File: config.mk
export PLATFORM = sky130hd
export DESIGN_NAME = ca_rule_recovery_flat
export DESIGN_NICKNAME = d
export VERILOG_FILES = /design/src/rtl/ca_rule_recovery_if.sv /design/src/rtl/ca_rule_recovery.sv /design/src/flat_wrapper.sv
export SDC_FILE = /design/constraint.sdc
export NUM_CORES = 1
export LEC_CHECK = 0
export CAP_MARGIN = 20
export CORE_MARGIN = 2
export CORE_UTILIZATION = 50
export CTS_CLUSTER_DIAMETER = 150
export DETAILED_ROUTE_END_ITERATION = 16
export PLACE_DENSITY = 0.71
export SETUP_SLACK_MARGIN = 0.5
export SLEW_MARGIN = 15
export SYNTH_ARGS = -nofsm -noshare
export SYNTH_HDL_FRONTEND = slang
export SYNTH_SLANG_ARGS = --single-unit
File: constraint.sdc
create_clock -name clk -period 4.7 [get_ports clk]
set_input_delay 0.94 -clock clk [delete_from_list [all_inputs] [get_ports clk]]
set_output_delay 0.94 -clock clk [all_outputs]
set_load 0.02 [all_outputs]
File: src/rtl/ca_rule_recovery_if.sv
// Bus between a CA snapshot source and the rule-recovery observer.
//   master: drives ce (sample strobe), clear (sync restart), state_in (snapshot);
//           receives rule, known, complete, conflict, pairs.
//   slave : the observer side; direction of every signal is reversed.
interface ca_rule_recovery_if #(
  parameter int unsigned Width      = 16,
  parameter int unsigned CountWidth = 16
);
  logic                  ce;
  logic                  clear;
  logic [Width-1:0]      state_in;
  logic [7:0]            rule;
  logic [7:0]            known;
  logic                  complete;
  logic                  conflict;
  logic [CountWidth-1:0] pairs;

  modport master (
    output ce, clear, state_in,
    input  rule, known, complete, conflict, pairs
  );

  modport slave (
    input  ce, clear, state_in,
    output rule, known, complete, conflict, pairs
  );
endinterface

File: src/rtl/ca_rule_recovery.sv
// Elementary cellular-automaton rule recovery.
// Watches successive snapshots of a cyclic binary CA and rebuilds the 8-bit
// rule from neighbourhood -> next-bit observations.
// Ports:
//   clk  : clock, rising edge
//   rst  : asynchronous reset, active low
//   bus  : ca_rule_recovery_if.slave
//          ce/clear/state_in in; rule/known/complete/conflict/pairs out
// Width and CountWidth must match the parameters of the connected interface.
module ca_rule_recovery #(
  parameter int unsigned Width      = 16,
  parameter int unsigned CountWidth = 16
) (
  input logic               clk,
  input logic               rst,
  ca_rule_recovery_if.slave bus
);

  typedef enum logic [2:0] {
    S_EMPTY,
    S_PRIMED,
    S_LEARN,
    S_DONE,
    S_ERROR
  } state_t;

  state_t                state_q, state_d;
  logic [Width-1:0]      prev_q, prev_d;
  logic [7:0]            rule_q, rule_d;
  logic [7:0]            known_q, known_d;
  logic                  complete_q, complete_d;
  logic                  conflict_q, conflict_d;
  logic [CountWidth-1:0] pairs_q, pairs_d;

  // Cyclic neighbours of prev: lft[i] = prev[i+1], rgt[i] = prev[i-1].
  logic [Width-1:0] lft, rgt;
  assign lft = {prev_q[0], prev_q[Width-1:1]};
  assign rgt = {prev_q[Width-2:0], prev_q[Width-1]};

  // Per-cell one-hot neighbourhood decode, OR-accumulated along the cells so
  // every index stays a constant and no wide loop index is needed.
  logic [Width:0][7:0] acc1, acc0;
  assign acc1[0] = '0;
  assign acc0[0] = '0;

  for (genvar g = 0; g < Width; g++) begin : g_cell
    logic [2:0] nb;
    logic [7:0] hot;
    assign nb  = {lft[g], prev_q[g], rgt[g]};
    assign hot = 8'(1) << nb;
    assign acc1[g+1] = acc1[g] | (bus.state_in[g] ? hot : '0);
    assign acc0[g+1] = acc0[g] | (bus.state_in[g] ? '0 : hot);
  end

  logic [7:0] one, zero, obs;
  logic [7:0] merged_known, merged_rule;
  logic       bad;

  assign one  = acc1[Width];
  assign zero = acc0[Width];
  assign obs  = one | zero;

  // A neighbourhood seen with both values, or disagreeing with an already
  // known bit, is inconsistent. Where observed, the new value is one[k].
  assign bad          = (|(one & zero)) | (|(known_q & obs & (one ^ rule_q)));
  assign merged_known = known_q | obs;
  assign merged_rule  = (rule_q & ~obs) | one;

  always_comb begin
    state_d    = state_q;
    prev_d     = prev_q;
    rule_d     = rule_q;
    known_d    = known_q;
    complete_d = complete_q;
    conflict_d = conflict_q;
    pairs_d    = pairs_q;

    if (bus.clear) begin
      state_d    = S_EMPTY;
      prev_d     = '0;
      rule_d     = '0;
      known_d    = '0;
      complete_d = 1'b0;
      conflict_d = 1'b0;
      pairs_d    = '0;
    end else if (bus.ce) begin
      unique case (state_q)
        S_EMPTY: begin
          prev_d  = bus.state_in;
          state_d = S_PRIMED;
        end
        S_PRIMED, S_LEARN, S_DONE: begin
          pairs_d = (pairs_q == '1) ? pairs_q : pairs_q + 1'b1;
          if (bad) begin
            state_d    = S_ERROR;
            conflict_d = 1'b1;
            complete_d = 1'b0;
          end else begin
            prev_d     = bus.state_in;
            rule_d     = merged_rule;
            known_d    = merged_known;
            complete_d = (merged_known == '1);
            state_d    = (merged_known == '1) ? S_DONE : S_LEARN;
          end
        end
        S_ERROR: ;
        default: state_d = S_ERROR;
      endcase
    end
  end

  always_ff @(posedge clk or negedge rst) begin
    if (!rst) begin
      state_q    <= S_EMPTY;
      prev_q     <= '0;
      rule_q     <= '0;
      known_q    <= '0;
      complete_q <= 1'b0;
      conflict_q <= 1'b0;
      pairs_q    <= '0;
    end else begin
      state_q    <= state_d;
      prev_q     <= prev_d;
      rule_q     <= rule_d;
      known_q    <= known_d;
      complete_q <= complete_d;
      conflict_q <= conflict_d;
      pairs_q    <= pairs_d;
    end
  end

  assign bus.rule     = rule_q;
  assign bus.known    = known_q;
  assign bus.complete = complete_q;
  assign bus.conflict = conflict_q;
  assign bus.pairs    = pairs_q;

endmodule

File: src/flat_wrapper.sv
// flat-port wrapper written by rule: the top's interface ports become plain ports
module ca_rule_recovery_flat 
#(
  parameter int unsigned Width      = 16,
  parameter int unsigned CountWidth = 16
)
  (clk, rst, bus_ce, bus_clear, bus_state_in, bus_rule, bus_known, bus_complete, bus_conflict, bus_pairs);
  ca_rule_recovery_if #(.Width(Width), .CountWidth(CountWidth)) bus_i ();
  input logic clk;
  input logic rst;
  input wire logic [$bits(bus_i.ce)-1:0] bus_ce;
  input wire logic [$bits(bus_i.clear)-1:0] bus_clear;
  input wire logic [$bits(bus_i.state_in)-1:0] bus_state_in;
  output wire logic [$bits(bus_i.rule)-1:0] bus_rule;
  output wire logic [$bits(bus_i.known)-1:0] bus_known;
  output wire logic [$bits(bus_i.complete)-1:0] bus_complete;
  output wire logic [$bits(bus_i.conflict)-1:0] bus_conflict;
  output wire logic [$bits(bus_i.pairs)-1:0] bus_pairs;
  assign bus_i.ce = bus_ce;
  assign bus_i.clear = bus_clear;
  assign bus_i.state_in = bus_state_in;
  assign bus_rule = bus_i.rule;
  assign bus_known = bus_i.known;
  assign bus_complete = bus_i.complete;
  assign bus_conflict = bus_i.conflict;
  assign bus_pairs = bus_i.pairs;
  ca_rule_recovery #(.Width(Width), .CountWidth(CountWidth)) u_core (.clk(clk), .rst(rst), .bus(bus_i));
endmodule
==> reports/metrics.csv <==
stage;metric;value;unit
worst_setup_path;CP Launch Type;input port;
logic_synthesis;post-synthesis mux area share;0.589;%
route;DR WL/cell;25.0;um
worst_setup_path;Worst Path Buf+Inv;4;
die;die area;0.0119;sq mm
worst_setup_path;critical path cell sequence;clkdlybuf4s50_1 > buf_4 > nor4bb_1 > a2111oi_1 > o311ai_1 > nor3b_2 > buf_4 > o2bb2ai_1 > or4_4 > buf_4 > a211oi_1 > o21a_1;
final_layout;most common cell after layout, fill and taps aside;buf_4;
hold_path;worst min path class;flop to flop;
worst_setup_path;Worst EP arrival;4.40;ns
cts;Root Driver;clkbuf_8;
timing;worst slew pin tran;0.937;ns
logic_synthesis;Post-Syn Area per Cell;7.80;sq um
placed_design;pre-CTS setup slack;-0.0228;ns
worst_setup_path;Worst setup EP type;flop;
worst_setup_path;cell mode on critical path;buf_4;
logic_synthesis;number of synthesized flops with an enable pin;0;
cts;worst skew pair latency;0.34;ns
die;core footprint;0.0108;sq mm
logic_synthesis;Post-Synth Adder-Cell Area;0.227;%
timing;Final Hold Vio Count;0;
route;DRT iter0 DRCs;1074;
final_layout;nets;782;
timing;fin. max-slew vios;0;
run_status;status;finished, final reports clean;
logic_synthesis;largest family of logic cells by synthesized area;simple AND/OR/NAND/NOR gates;
worst_setup_path;Top Family by Delay on Critical Path;compound AO/OA/AOI/OAI gates;
route;post-route ant nets;0;
die;Core Rows;38;
worst_setup_path;critical path class;input port to flop;
grt;vias in the first global route;5956;
cts;Reg clk slew, reported paths;0.11;ns
timing;setup ws final;0.591;ns
die;Die W;109;um
logic_synthesis;Yosys Warn Count;0;
route;routed via count;6500;
logic_synthesis;area share of and/or/nand/nor cells after synthesis;40.7;%
cts;Max Root-Sink Buffers;2;
placed_design;RePlAce Congestion;1.11;
logic_synthesis;Seq/Total Area, Yosys;24.0;%
placed_design;DP Wirelength;16400;um
route;Vias/cell;7.21;
cts;TritonCTS clock tree;built;
final_layout;area grow syn2layout;19.4;%
final_layout;Final Non-Filler Cells;902;
worst_setup_path;maximum fanout along the worst path;9;
final_layout;share of layout cells above drive strength 1;13.1;%
cts;hold_buf cts;0;
logic_synthesis;xor and xnor fraction of the mapped netlist area;1.90;%
logic_synthesis;dominant synthesized flop cell;dfrtp_1;
timing;period utilization;87.4;%
worst_setup_path;largest stage delay on the critical path;0.62;ns
grt;gr usage total;38.3;%
final_layout;ANT cells;0;
worst_setup_path;Crit path required time;4.99;ns
grt;first-pass GRT wire length;34600;um
grt;largest net degree at the start of global routing;54;
logic_synthesis;Cells after Synth;708;
die;Die Span Y;109;um
logic_synthesis;Synth area leader;dfrtp_1;
timing;Hold WS;0.498;ns
route;# DRC;0;
worst_setup_path;CP max-delay cell;clkdlybuf4s50_1;
power_and_ir_drop;maximum VDD drop;0.000202;V
timing;fin crit period;4.11;ns
timing;Worst Skew;0.0130;ns
placed_design;Placed Area;0.00646;sq mm
power_and_ir_drop;PD cells;211;mW/mm^2
logic_synthesis;Syn Std Cell Area;0.00552;sq mm
cts;post-CTS setup buffer count;0;
power_and_ir_drop;Tot Pwr;1.39;mW
timing;max_slew headroom;37.5;%
final_layout;most frequent cells in the layout;buf_4, dfrtp_1, clkdlybuf4s50_1;
logic_synthesis;ys async rst share;100;%
cts;cells resized by post-CTS repair;2;
timing;final setup violation count;0;
cts;TritonCTS sink count;53;
power_and_ir_drop;leakage power;2.38;nW
logic_synthesis;Yosys reg bits;53;
placed_design;I/O Buffers;53;
logic_synthesis;Yosys cell types;71;
grt;initial antenna violation count;0;
logic_synthesis;Synth top area share;24.0;%
final_layout;post-route cell area;0.00660;sq mm
placed_design;placed cell count;894;
logic_synthesis;ranking of synthesized cells by area;dfrtp_1, nor4bb_1, nor4b_1;
cts;H-tree Lvls;2;
route;first drt pass iteration count;6;
die;# IOs;54;
route;WL final;22500;um
grt;grt ovf;0;
timing;RSZ-0062 raised after global routing;no;
cts;Num CTS Buffers;5;
logic_synthesis;Compound-Gate Fraction of Synth Area;23.6;%
timing;fmax;243;MHz
logic_synthesis;Synthesized Nets;729;
die;Initial Util;51.2;%
run;max-cap viol count;0;
## flip-flops by register name (all words and copies together) (netlist names)
register             cells
u_core.prev_q           16
u_core.bus.rule          8
u_core.bus.known         8
u_core.state_q           3
u_core.bus.complete      1
u_core.bus.conflict      1
u_core.bus.pairs        16
## synth_stat cells (6+ instances only)
master	number
a2111oi_0	18
a211oi_1	7
a21oi_1	25
a31oi_1	6
and2_1	7
and3_1	8
buf_2	27
clkbuf_1	50
dfrtp_1	53
inv_1	41
nand2_1	41
nand2b_1	22
nand3_1	9
nand3b_1	9
nand4_1	23
nand4b_1	21
nor2_1	45
nor2b_1	25
nor3_1	15
nor3b_1	9
nor4_1	14
nor4b_1	39
nor4bb_1	35
o21a_1	7
o21ai_0	17
o22ai_1	26
o311ai_1	6
o31ai_1	7
o32ai_1	8
xor2_1	7
## power by group
group | switching (mW) | leakage [nW] | internal [mW]
Sequential | 0.0746 | 0.730 | 0.468
Clock | 0.181 | 0.0506 | 0.112
Combinational | 0.325 | 1.60 | 0.232
Total | 0.581 | 2.38 | 0.812
## metal layers
metal	wire, um	track usage, %
met3	2790	11.9
met2	9400	54.9
met1	9350	53.5
met5	0	0
met4	1000	14.4
## area by class of cell
cell class	count	area, sq um
fillers	999	4200
multi-input cells	533	3740
flip-flops and latches	53	1330
repair buffers	127	1110
well taps	140	175
inverters	41	154
clock buffers	5	68.8
clock inverters	3	28.8
## final timing paths
path / from / endpoint / slack [ns] / cells after the start
setup / recovery: bus_state_in[1] / u_core.bus.known[3]$_DFFE_PN0P_ / 0.59 / 12
hold / removal: u_core.bus.conflict$_DFFE_PN0P_ / u_core.bus.conflict$_DFFE_PN0P_ / 0.50 / 1
setup reg to reg: u_core.prev_q[8]$_DFFE_PN0P_ / u_core.bus.rule[0]$_DFFE_PN0P_ / 0.74 / 10
hold reg to reg: u_core.bus.conflict$_DFFE_PN0P_ / u_core.bus.conflict$_DFFE_PN0P_ / 0.50 / 1
max in group asynchronous: rst / u_core.bus.known[5]$_DFFE_PN0P_ / 3.50 / 2
min in group asynchronous: rst / u_core.prev_q[7]$_DFFE_PN0P_ / 0.70 / 2
## metrics by stage
stage                     utilization [%]  TNS (ns)
final                                61.1         0
after global routing                 61.1         0
after CTS                            60.8         0
after detailed placement             59.9   -0.0650
after global placement               59.9         0
after floorplan                         -         0
## logic make-up after synthesis
kind of cell	after synthesis
flops	53
mux	3
simple gates	343
fa+ha+maj	1
compound gates	174
buf+inv	122
xor+xnor	12
Note: power is estimated with default switching activity, not from simulation.
